### src/rtl/inst_fetch_if.sv
// Fetch-stage bus bundle: control from the pipeline, the instruction-memory read
// port, and the decode-side outputs. The master modport is the fetch unit.
interface inst_fetch_if #(
    parameter int ADDR_WIDTH = 9,
    parameter int DATA_WIDTH = 32,
    parameter int CNT_WIDTH  = 32
);
    logic                  start;
    logic [ADDR_WIDTH-1:0] start_pc;
    logic                  stall;
    logic                  redirect_valid;
    logic [ADDR_WIDTH-1:0] redirect_pc;
    logic [ADDR_WIDTH-1:0] imem_addr;
    logic [DATA_WIDTH-1:0] imem_rdata;
    logic [DATA_WIDTH-1:0] if_inst;
    logic [ADDR_WIDTH-1:0] if_pc;
    logic                  if_valid;
    logic                  running;
    logic                  halted;
    logic [CNT_WIDTH-1:0]  fetch_count;

    modport master (
        input  start, start_pc, stall, redirect_valid, redirect_pc, imem_rdata,
        output imem_addr, if_inst, if_pc, if_valid, running, halted, fetch_count
    );

    modport slave (
        output start, start_pc, stall, redirect_valid, redirect_pc, imem_rdata,
        input  imem_addr, if_inst, if_pc, if_valid, running, halted, fetch_count
    );
endinterface

### src/rtl/inst_fetch.sv
// Instruction fetch: owns the PC, hides the 1-cycle synchronous imem read latency,
// and handles start/halt, decode stall and redirect-with-flush.
module inst_fetch #(
    parameter int                    ADDR_WIDTH = 9,
    parameter int                    DATA_WIDTH = 32,
    parameter logic [DATA_WIDTH-1:0] HALT_INST  = 32'hFFFF_FFFF,
    parameter int                    CNT_WIDTH  = 32
) (
    input logic         clk,
    input logic         rst,
    inst_fetch_if.master bus
);

    typedef enum logic [1:0] {
        IDLE   = 2'd0,
        RUN    = 2'd1,
        HALTED = 2'd2
    } state_t;

    state_t                state;
    logic [ADDR_WIDTH-1:0] pc_q;
    logic [ADDR_WIDTH-1:0] rsp_pc_q;
    logic                  rsp_valid_q;
    logic [CNT_WIDTH-1:0]  cnt_q;
    logic                  accept;
    logic                  hold;

    assign accept = rsp_valid_q && !bus.stall && !bus.redirect_valid;
    assign hold   = bus.stall && rsp_valid_q;

    // While stalled, re-read the held address so imem_rdata stays put.
    assign bus.imem_addr   = hold ? rsp_pc_q : pc_q;
    assign bus.if_inst     = bus.imem_rdata;
    assign bus.if_pc       = rsp_pc_q;
    assign bus.if_valid    = rsp_valid_q;
    assign bus.running     = (state == RUN);
    assign bus.halted      = (state == HALTED);
    assign bus.fetch_count = cnt_q;

    always_ff @(posedge clk or posedge rst) begin
        if (rst) begin
            state       <= IDLE;
            pc_q        <= '0;
            rsp_pc_q    <= '0;
            rsp_valid_q <= 1'b0;
            cnt_q       <= '0;
        end else begin
            case (state)
                IDLE, HALTED: begin
                    if (bus.start) begin
                        pc_q        <= bus.start_pc;
                        cnt_q       <= '0;
                        rsp_valid_q <= 1'b0;
                        state       <= RUN;
                    end
                end
                RUN: begin
                    if (bus.redirect_valid) begin
                        // Flush: the word arriving now belongs to the old path.
                        pc_q        <= bus.redirect_pc;
                        rsp_valid_q <= 1'b0;
                    end else if (accept && bus.imem_rdata == HALT_INST) begin
                        cnt_q       <= cnt_q + CNT_WIDTH'(1);
                        rsp_valid_q <= 1'b0;
                        state       <= HALTED;
                    end else if (!hold) begin
                        rsp_pc_q    <= pc_q;
                        rsp_valid_q <= 1'b1;
                        pc_q        <= pc_q + ADDR_WIDTH'(1);
                        if (accept)
                            cnt_q <= cnt_q + CNT_WIDTH'(1);
                    end
                end
                default: state <= IDLE;
            endcase
        end
    end

endmodule
### src/flat_wrapper.sv
// flat-port wrapper written by rule: the top's interface ports become plain ports
module inst_fetch_flat 
#(
    parameter int                    ADDR_WIDTH = 9,
    parameter int                    DATA_WIDTH = 32,
    parameter logic [DATA_WIDTH-1:0] HALT_INST  = 32'hFFFF_FFFF,
    parameter int                    CNT_WIDTH  = 32
)
  (clk, rst, bus_start, bus_start_pc, bus_stall, bus_redirect_valid, bus_redirect_pc, bus_imem_rdata, bus_imem_addr, bus_if_inst, bus_if_pc, bus_if_valid, bus_running, bus_halted, bus_fetch_count);
  inst_fetch_if #(.ADDR_WIDTH(ADDR_WIDTH), .DATA_WIDTH(DATA_WIDTH), .CNT_WIDTH(CNT_WIDTH)) bus_i ();
  input logic clk;
  input logic rst;
  input wire logic [$bits(bus_i.start)-1:0] bus_start;
  input wire logic [$bits(bus_i.start_pc)-1:0] bus_start_pc;
  input wire logic [$bits(bus_i.stall)-1:0] bus_stall;
  input wire logic [$bits(bus_i.redirect_valid)-1:0] bus_redirect_valid;
  input wire logic [$bits(bus_i.redirect_pc)-1:0] bus_redirect_pc;
  input wire logic [$bits(bus_i.imem_rdata)-1:0] bus_imem_rdata;
  output wire logic [$bits(bus_i.imem_addr)-1:0] bus_imem_addr;
  output wire logic [$bits(bus_i.if_inst)-1:0] bus_if_inst;
  output wire logic [$bits(bus_i.if_pc)-1:0] bus_if_pc;
  output wire logic [$bits(bus_i.if_valid)-1:0] bus_if_valid;
  output wire logic [$bits(bus_i.running)-1:0] bus_running;
  output wire logic [$bits(bus_i.halted)-1:0] bus_halted;
  output wire logic [$bits(bus_i.fetch_count)-1:0] bus_fetch_count;
  assign bus_i.start = bus_start;
  assign bus_i.start_pc = bus_start_pc;
  assign bus_i.stall = bus_stall;
  assign bus_i.redirect_valid = bus_redirect_valid;
  assign bus_i.redirect_pc = bus_redirect_pc;
  assign bus_i.imem_rdata = bus_imem_rdata;
  assign bus_imem_addr = bus_i.imem_addr;
  assign bus_if_inst = bus_i.if_inst;
  assign bus_if_pc = bus_i.if_pc;
  assign bus_if_valid = bus_i.if_valid;
  assign bus_running = bus_i.running;
  assign bus_halted = bus_i.halted;
  assign bus_fetch_count = bus_i.fetch_count;
  inst_fetch #(.ADDR_WIDTH(ADDR_WIDTH), .DATA_WIDTH(DATA_WIDTH), .HALT_INST(HALT_INST), .CNT_WIDTH(CNT_WIDTH)) u_core (.clk(clk), .rst(rst), .bus(bus_i));
endmodule
### config.mk
export PLATFORM = sky130hd
export DESIGN_NAME = inst_fetch_flat
export DESIGN_NICKNAME = d
export VERILOG_FILES = /design/src/rtl/inst_fetch_if.sv /design/src/rtl/inst_fetch.sv /design/src/flat_wrapper.sv
export SDC_FILE = /design/constraint.sdc
export NUM_CORES = 1
export LEC_CHECK = 0
export CAP_MARGIN = 20
export CORE_ASPECT_RATIO = 1.4
export CORE_UTILIZATION = 46
export DETAILED_ROUTE_END_ITERATION = 8
export GPL_TIMING_DRIVEN = 0
export PLACE_DENSITY = 0.87
export SLEW_MARGIN = 20
export SYNTH_ARGS = -nofsm -noshare
export SYNTH_HDL_FRONTEND = slang
export SYNTH_SLANG_ARGS = --single-unit
### constraint.sdc
create_clock -name clk -period 3.8 [get_ports clk]
set_input_delay 0.76 -clock clk [delete_from_list [all_inputs] [get_ports clk]]
set_output_delay 0.76 -clock clk [all_outputs]
set_load 0.02 [all_outputs]
# After elaboration in Yosys (flattened, before gate mapping)
# Cells that the tools add are included.
word_totals:
  latch_bits: 0
  inputBits: 55
  reg_bits: 53
  mem_bits_rw: 0
  memories: 0
  mem_bits_ro: 0
op_classes:
  magnitude_cmp: 0
  eq_ne: 11
  muxes: 21
  n_shift: 0
  n_reduce_logical: 14
  div: 0
  bitwise: 2
  mul: 0
  n_addsub: 2
op_table:
  columns: ["op", "n"]
  rows:
  - ["2-to-1 mux 32 bit", 5]
  - ["case mux 32 bit (2 select lines)", 1]
  - ["2-to-1 mux 9 bit", 5]
  - ["adder 32 x 1 -> 32 bit, second input constant", 1]
  - ["equality test 32 bit, second input constant", 1]
  - ["case mux 9 bit (2 select lines)", 1]
  - ["adder 9 x 1 -> 9 bit, second input constant", 1]
  - ["inequality test 3 bit, second input constant", 3]
  - ["AND reduction 3 bit", 3]
  - ["2-to-1 mux 2 bit", 3]
  - ["AND reduction 5 bit", 1]
  - ["logical AND 1 bit", 4]
  - ["2-to-1 mux 1 bit", 4]
  - ["inequality test 2 bit, second input constant", 2]
  - ["inequality test 4 bit, second input constant", 1]
  - ["case mux 2 bit (2 select lines)", 1]
  - ["AND reduction 4 bit", 1]
  - ["inequality test 3 x 1 -> 1 bit, second input constant", 1]
  - ["equality test 2 x 1 -> 1 bit, second input constant", 1]
  - ["equality test 2 bit, second input constant", 1]
  - ["zero test 1 bit", 2]
  - ["zero test 2 bit", 1]
  - ["inequality test 2 x 1 -> 1 bit, second input constant", 1]
  - ["inverter 1 bit", 2]
  - ["other kinds (3)", 3]

# Depth between registers and ports, before layout
depth:
  depth_word: 8
  mapped_depth: 7
  mapped_depth_nobuf: 6

# Worst setup path after synthesis
# OpenSTA, ideal clock, no wires.
synth_timing:
  path_kind: "input port to flip-flop"
  start: "in bus_redirect_valid"
  end: "reg u_core.pc_q[1]"
  t_arrival_ns: 2.250
  stages: 6
  n_path_buf: 1
  required_ns: 3.675
  slack_ns: 1.425
  cell_sequence: "buf_6 -> or3b_4 -> nor3_1 -> nand3_1 -> a21oi_4 -> mux2_2"
synth_via:
  elab_chain_cells: 5
  elab_cells_between_ends: 8
synth_rtl:
  columns: ["element", "line", "rtl"]
  rows:
  - ["from (decl)", "flat_wrapper.sv:16", "input wire logic [$bits(bus_i.redirect_valid)-1:0] bus_redirect_valid;"]
  - ["zero test 1 bit", "inst_fetch.sv:28", "assign accept = rsp_valid_q && !bus.stall && !bus.redirect_valid;"]
  - ["logical AND 1 bit", "inst_fetch.sv:28", null]
  - ["logical AND 1 bit", "inst_fetch.sv:62", "end else if (accept && bus.imem_rdata == HALT_INST) begin"]
  - ["inequality test 3 bit (no source line)", null, null]
  - ["AND reduction 4 bit (no source line)", null, null]
  - ["to (signal assigned)", "inst_fetch.sv:51", "pc_q <= bus.start_pc;"]
  - ["to (signal assigned)", "inst_fetch.sv:60", "pc_q <= bus.redirect_pc;"]
  - ["to (signal assigned)", "inst_fetch.sv:69", "pc_q <= pc_q + ADDR_WIDTH'(1);"]
  - ["to (decl)", "inst_fetch.sv:21", "logic [ADDR_WIDTH-1:0] pc_q;"]
# Several ways; a longest one is shown, not always the timed one.
# A chain may end at the register's enable or synchronous reset.

# Final worst setup path
layout_timing:
  start: "in bus_stall"
  end: "out bus_imem_addr[7]"
layout_via:
  elab_chain_cells: 2
layout_rtl:
  columns: ["element", "line", "rtl"]
  rows:
  - ["from (decl)", "flat_wrapper.sv:15", "input wire logic [$bits(bus_i.stall)-1:0] bus_stall;"]
  - ["logical AND 1 bit", "inst_fetch.sv:29", "assign hold = bus.stall && rsp_valid_q;"]
  - ["2-to-1 mux 9 bit", "inst_fetch.sv:32", "assign bus.imem_addr = hold ? rsp_pc_q : pc_q;"]
  - ["to (decl)", "flat_wrapper.sv:19", "output wire logic [$bits(bus_i.imem_addr)-1:0] bus_imem_addr;"]
# Every way passes these cells.

==> metrics.md <==
| Metric | Value |
|---|---|
| Mean Syn Cell Area | `9.34 sq um` |
| Seq/Total Area, Yosys | `0.408` |
| CP max FO | `10` |
| Via Count | `3116` |
| Yosys top cell area share | `0.408` |
| Routed WL per cell | `15.6 um` |
| Area growth syn-to-layout | `49.4%` |
| CP endpoint kind | `output pin` |
| Post-CTS setup buffer count | `0` |
| Vias in the first global route | `2977` |
| Die Height | `101 um` |
| CTS resizes | `0` |
| MaxCap Viol Count | `0` |
| Antenna Violating Nets Remaining | `0` |
| Most common cell after layout, fill and taps aside | `clkdlybuf4s50_1` |
| Post-DP Area | `0.00477 sq mm` |
| Total global routing overflow | `0` |
| Tmin final | `3.48 ns` |
| Netlist cell types | `45` |
| Filler cells | `499` |
| Cell area after synthesis | `0.00325 sq mm` |
| FMAX | `287 MHz` |
| Syn Nets | `405` |
| Most common cell type on the critical path | `clkdlybuf4s50_1` |
| Main area contributors after synthesis | `dfrtp_1, mux2_2, buf_4, nand4_1, nor2_1` |
| Final Hold Violating Endpoints | `0` |
| Largest net degree at the start of global routing | `35` |
| Crit path DAT | `2.72 ns` |
| Nature of the critical path startpoint | `input pin` |
| RSZ-0062 raised after global routing | `no` |
| DRC viols | `0` |
| Clock skew | `0.0126 ns` |
| Warnings, synthesis | `0` |
| Clk slew on worst S/H paths | `0.10 ns` |
| Post-synth ARST share | `1.00` |
| FP Rows | `35` |
| Pins over their slew limit | `0` |
| Routed WL | `9170 um` |
| CP cell instances | `clkdlybuf4s50_1, nand2_1, clkbuf_1, mux2_2, clkdlybuf4s50_1` |
| Worst hold-check path type | `flip-flop to flip-flop` |
| Worst EP required | `3.04 ns` |
| Pre-CTS WS | `0.325 ns` |
| Synth area leader | `dfrtp_1` |
| Worst VDD drop | `0.276 mV` |
| Most frequent cells in the layout | `clkdlybuf4s50_1, dfrtp_1, nor2_1, buf_4` |
| Die extent in x | `73.1 um` |
| Root Driver | `clkbuf_8` |
| Global-route wire length before repair | `14400 um` |
| Initial DRC count | `239` |
| Fin area | `0.00486 sq mm` |
| Fin crit share | `0.916` |
| Setup CP Type | `input pin to output pin` |
| Critical path's top delay family | `buffers and inverters` |
| Synthesized flop and latch total | `53` |
| Slowest stage cell, crit path | `clkdlybuf4s50_1` |
| Vias/cell | `5.31` |
| Number of synthesized flops with an enable pin | `0` |
| Pwr dens | `325 mW/mm^2` |
| Hpwl dp | `7120 um` |
| Ant diodes | `0` |
| Worst slew margin | `0.398` |
| Worst-skew pair later-pin latency | `0.31 ns` |
| Top Ports | `140` |
| Leakage Power | `1.99 nW` |
| Routability cong. | `0.874` |
| Slowest stage delay, CP | `0.56 ns` |
| Fin worst setup slack | `0.319 ns` |
| Synth Instances | `348` |
| Setup crit start | `bus_stall` |
| CTS tree | `yes` |
| Fin nets | `551` |
| Clk sinks | `53` |
| CTS max path bufs | `2` |
| Core area | `0.00670 sq mm` |
| Num CTS Buffers | `5` |
| CP bufs+invs | `3` |
| Full die area | `0.00741 sq mm` |
| Worst slew pin tran | `0.899 ns` |
| Top_reg_cell synth | `dfrtp_1` |
| Port buffer count | `138` |
| H-tree levels | `2` |
| Status | `finished, final reports clean` |
| Critical R2R Launch | `u_core.state[0]` |
| Initial core utilization | `0.485` |
| Share of cells above drive strength 1 | `0.166` |
| Setup-failing EPs final | `0` |
| Total Neg Setup Slack | `0 ns` |
| Hold Path Origin | `u_core.bus.if_pc[0]` |
| Initial antenna violation count | `0` |
| DRT Pass-1 Iters | `4` |
| GRT Overall Usage | `0.253` |
| # hold bufs at CTS | `0` |
report_power, final:
| part | internal [W] | leakage (nW) | switching, W |
|---|---|---|---|
| Clock | 0.000131 | 0.0445 | 0.000191 |
| Sequential | 0.000625 | 0.687 | 0.0000711 |
| Combinational | 0.000305 | 1.25 | 0.000257 |
area by class of cell:
class / instances / area (sq um) / share of cell area
multi-input cells: 241 / 1590 / 0.328
well taps: 92 / 115 / 0.0237
clock buffers: 5 / 68.8 / 0.0142
flip-flops and latches: 53 / 1330 / 0.273
clock inverters: 3 / 21.3 / 0.00438
plain buffers: 46 / 303 / 0.0623
repair buffers: 139 / 1400 / 0.288
inverters: 8 / 30.0 / 0.00618
flip-flops by register name, indices dropped and copies added (netlist names):
| register | flops |
|---|---|
| u_core.bus.fetch_count | 32 |
| u_core.bus.if_pc | 9 |
| u_core.bus.if_valid | 1 |
| u_core.pc_q | 9 |
| u_core.state | 2 |
final timing paths:
path,slack (ns),cells after the start,endpoint
setup / recovery,0.32,5,bus_imem_addr[7]
hold / removal,0.54,1,u_core.bus.if_pc[0]
setup reg to reg,1.59,6,u_core.pc_q[1]
hold reg to reg,0.54,1,u_core.bus.if_pc[0]
max in group asynchronous,2.49,3,u_core.state[0]
min in group asynchronous,0.77,2,u_core.bus.if_pc[0]
synth_stat cells (2+ instances only):
master	n
mux2_2	26
ha_1	2
buf_2	2
nor3_1	4
nand4_1	21
o21ai_0	18
nor4_1	2
dfrtp_1	53
nand2b_1	4
xnor2_1	6
and3_1	9
or4_1	6
nand3_1	18
nand2_1	26
buf_4	32
nor3_2	2
clkbuf_1	11
xor2_1	13
o211ai_1	2
o21ai_1	2
nor2_1	32
and4_1	2
a31o_2	3
a21oi_1	13
mux2i_1	5
o31ai_1	3
inv_1	8
or3_1	6
metal layers:
layer	part of all wire	global-route usage	vias to the layer above
met5	0	0	-
met4	0.019	0.0845	0
met3	0.055	0.0507	17
met2	0.53	0.449	108
met1	0.40	0.301	1483
li1	-	-	1508
worst reg2reg max path, delay by kind of cell, from the launching register on:
kind                   cells  cell delay [ns]
and+or+nand+nor            1             0.08
buffers and inverters      3             1.12
AOI/OAI and AO/OA          1             0.21
muxes                      1             0.30
DFF                        1             0.41
cells by family (layout without fill, tap and decap cells):
logic type | after synthesis | in the layout | share of synthesized area
compound gates | 48 | 48 | 0.0931
xor+xnor | 19 | 19 | 0.0512
buf+inv | 54 | 201 | 0.102
flops | 53 | 53 | 0.408
simple gates | 141 | 141 | 0.232
mux | 31 | 31 | 0.105
fa+ha+maj | 2 | 2 | 0.00769
metrics by stage:
step | instances | utilization | hold slack [ns] | total power (W)
detailed placement | 579 | 0.712 | 0.519 | 0.00127
floorplan | 348 | - | 0.512 | 0.000987
finish | 587 | 0.725 | 0.538 | 0.00158
global placement | 578 | 0.709 | 0.515 | 0.00125
CTS | 587 | 0.725 | 0.546 | 0.00159
global route | 587 | 0.725 | 0.565 | 0.00165
(Power assumes the default switching activity.)
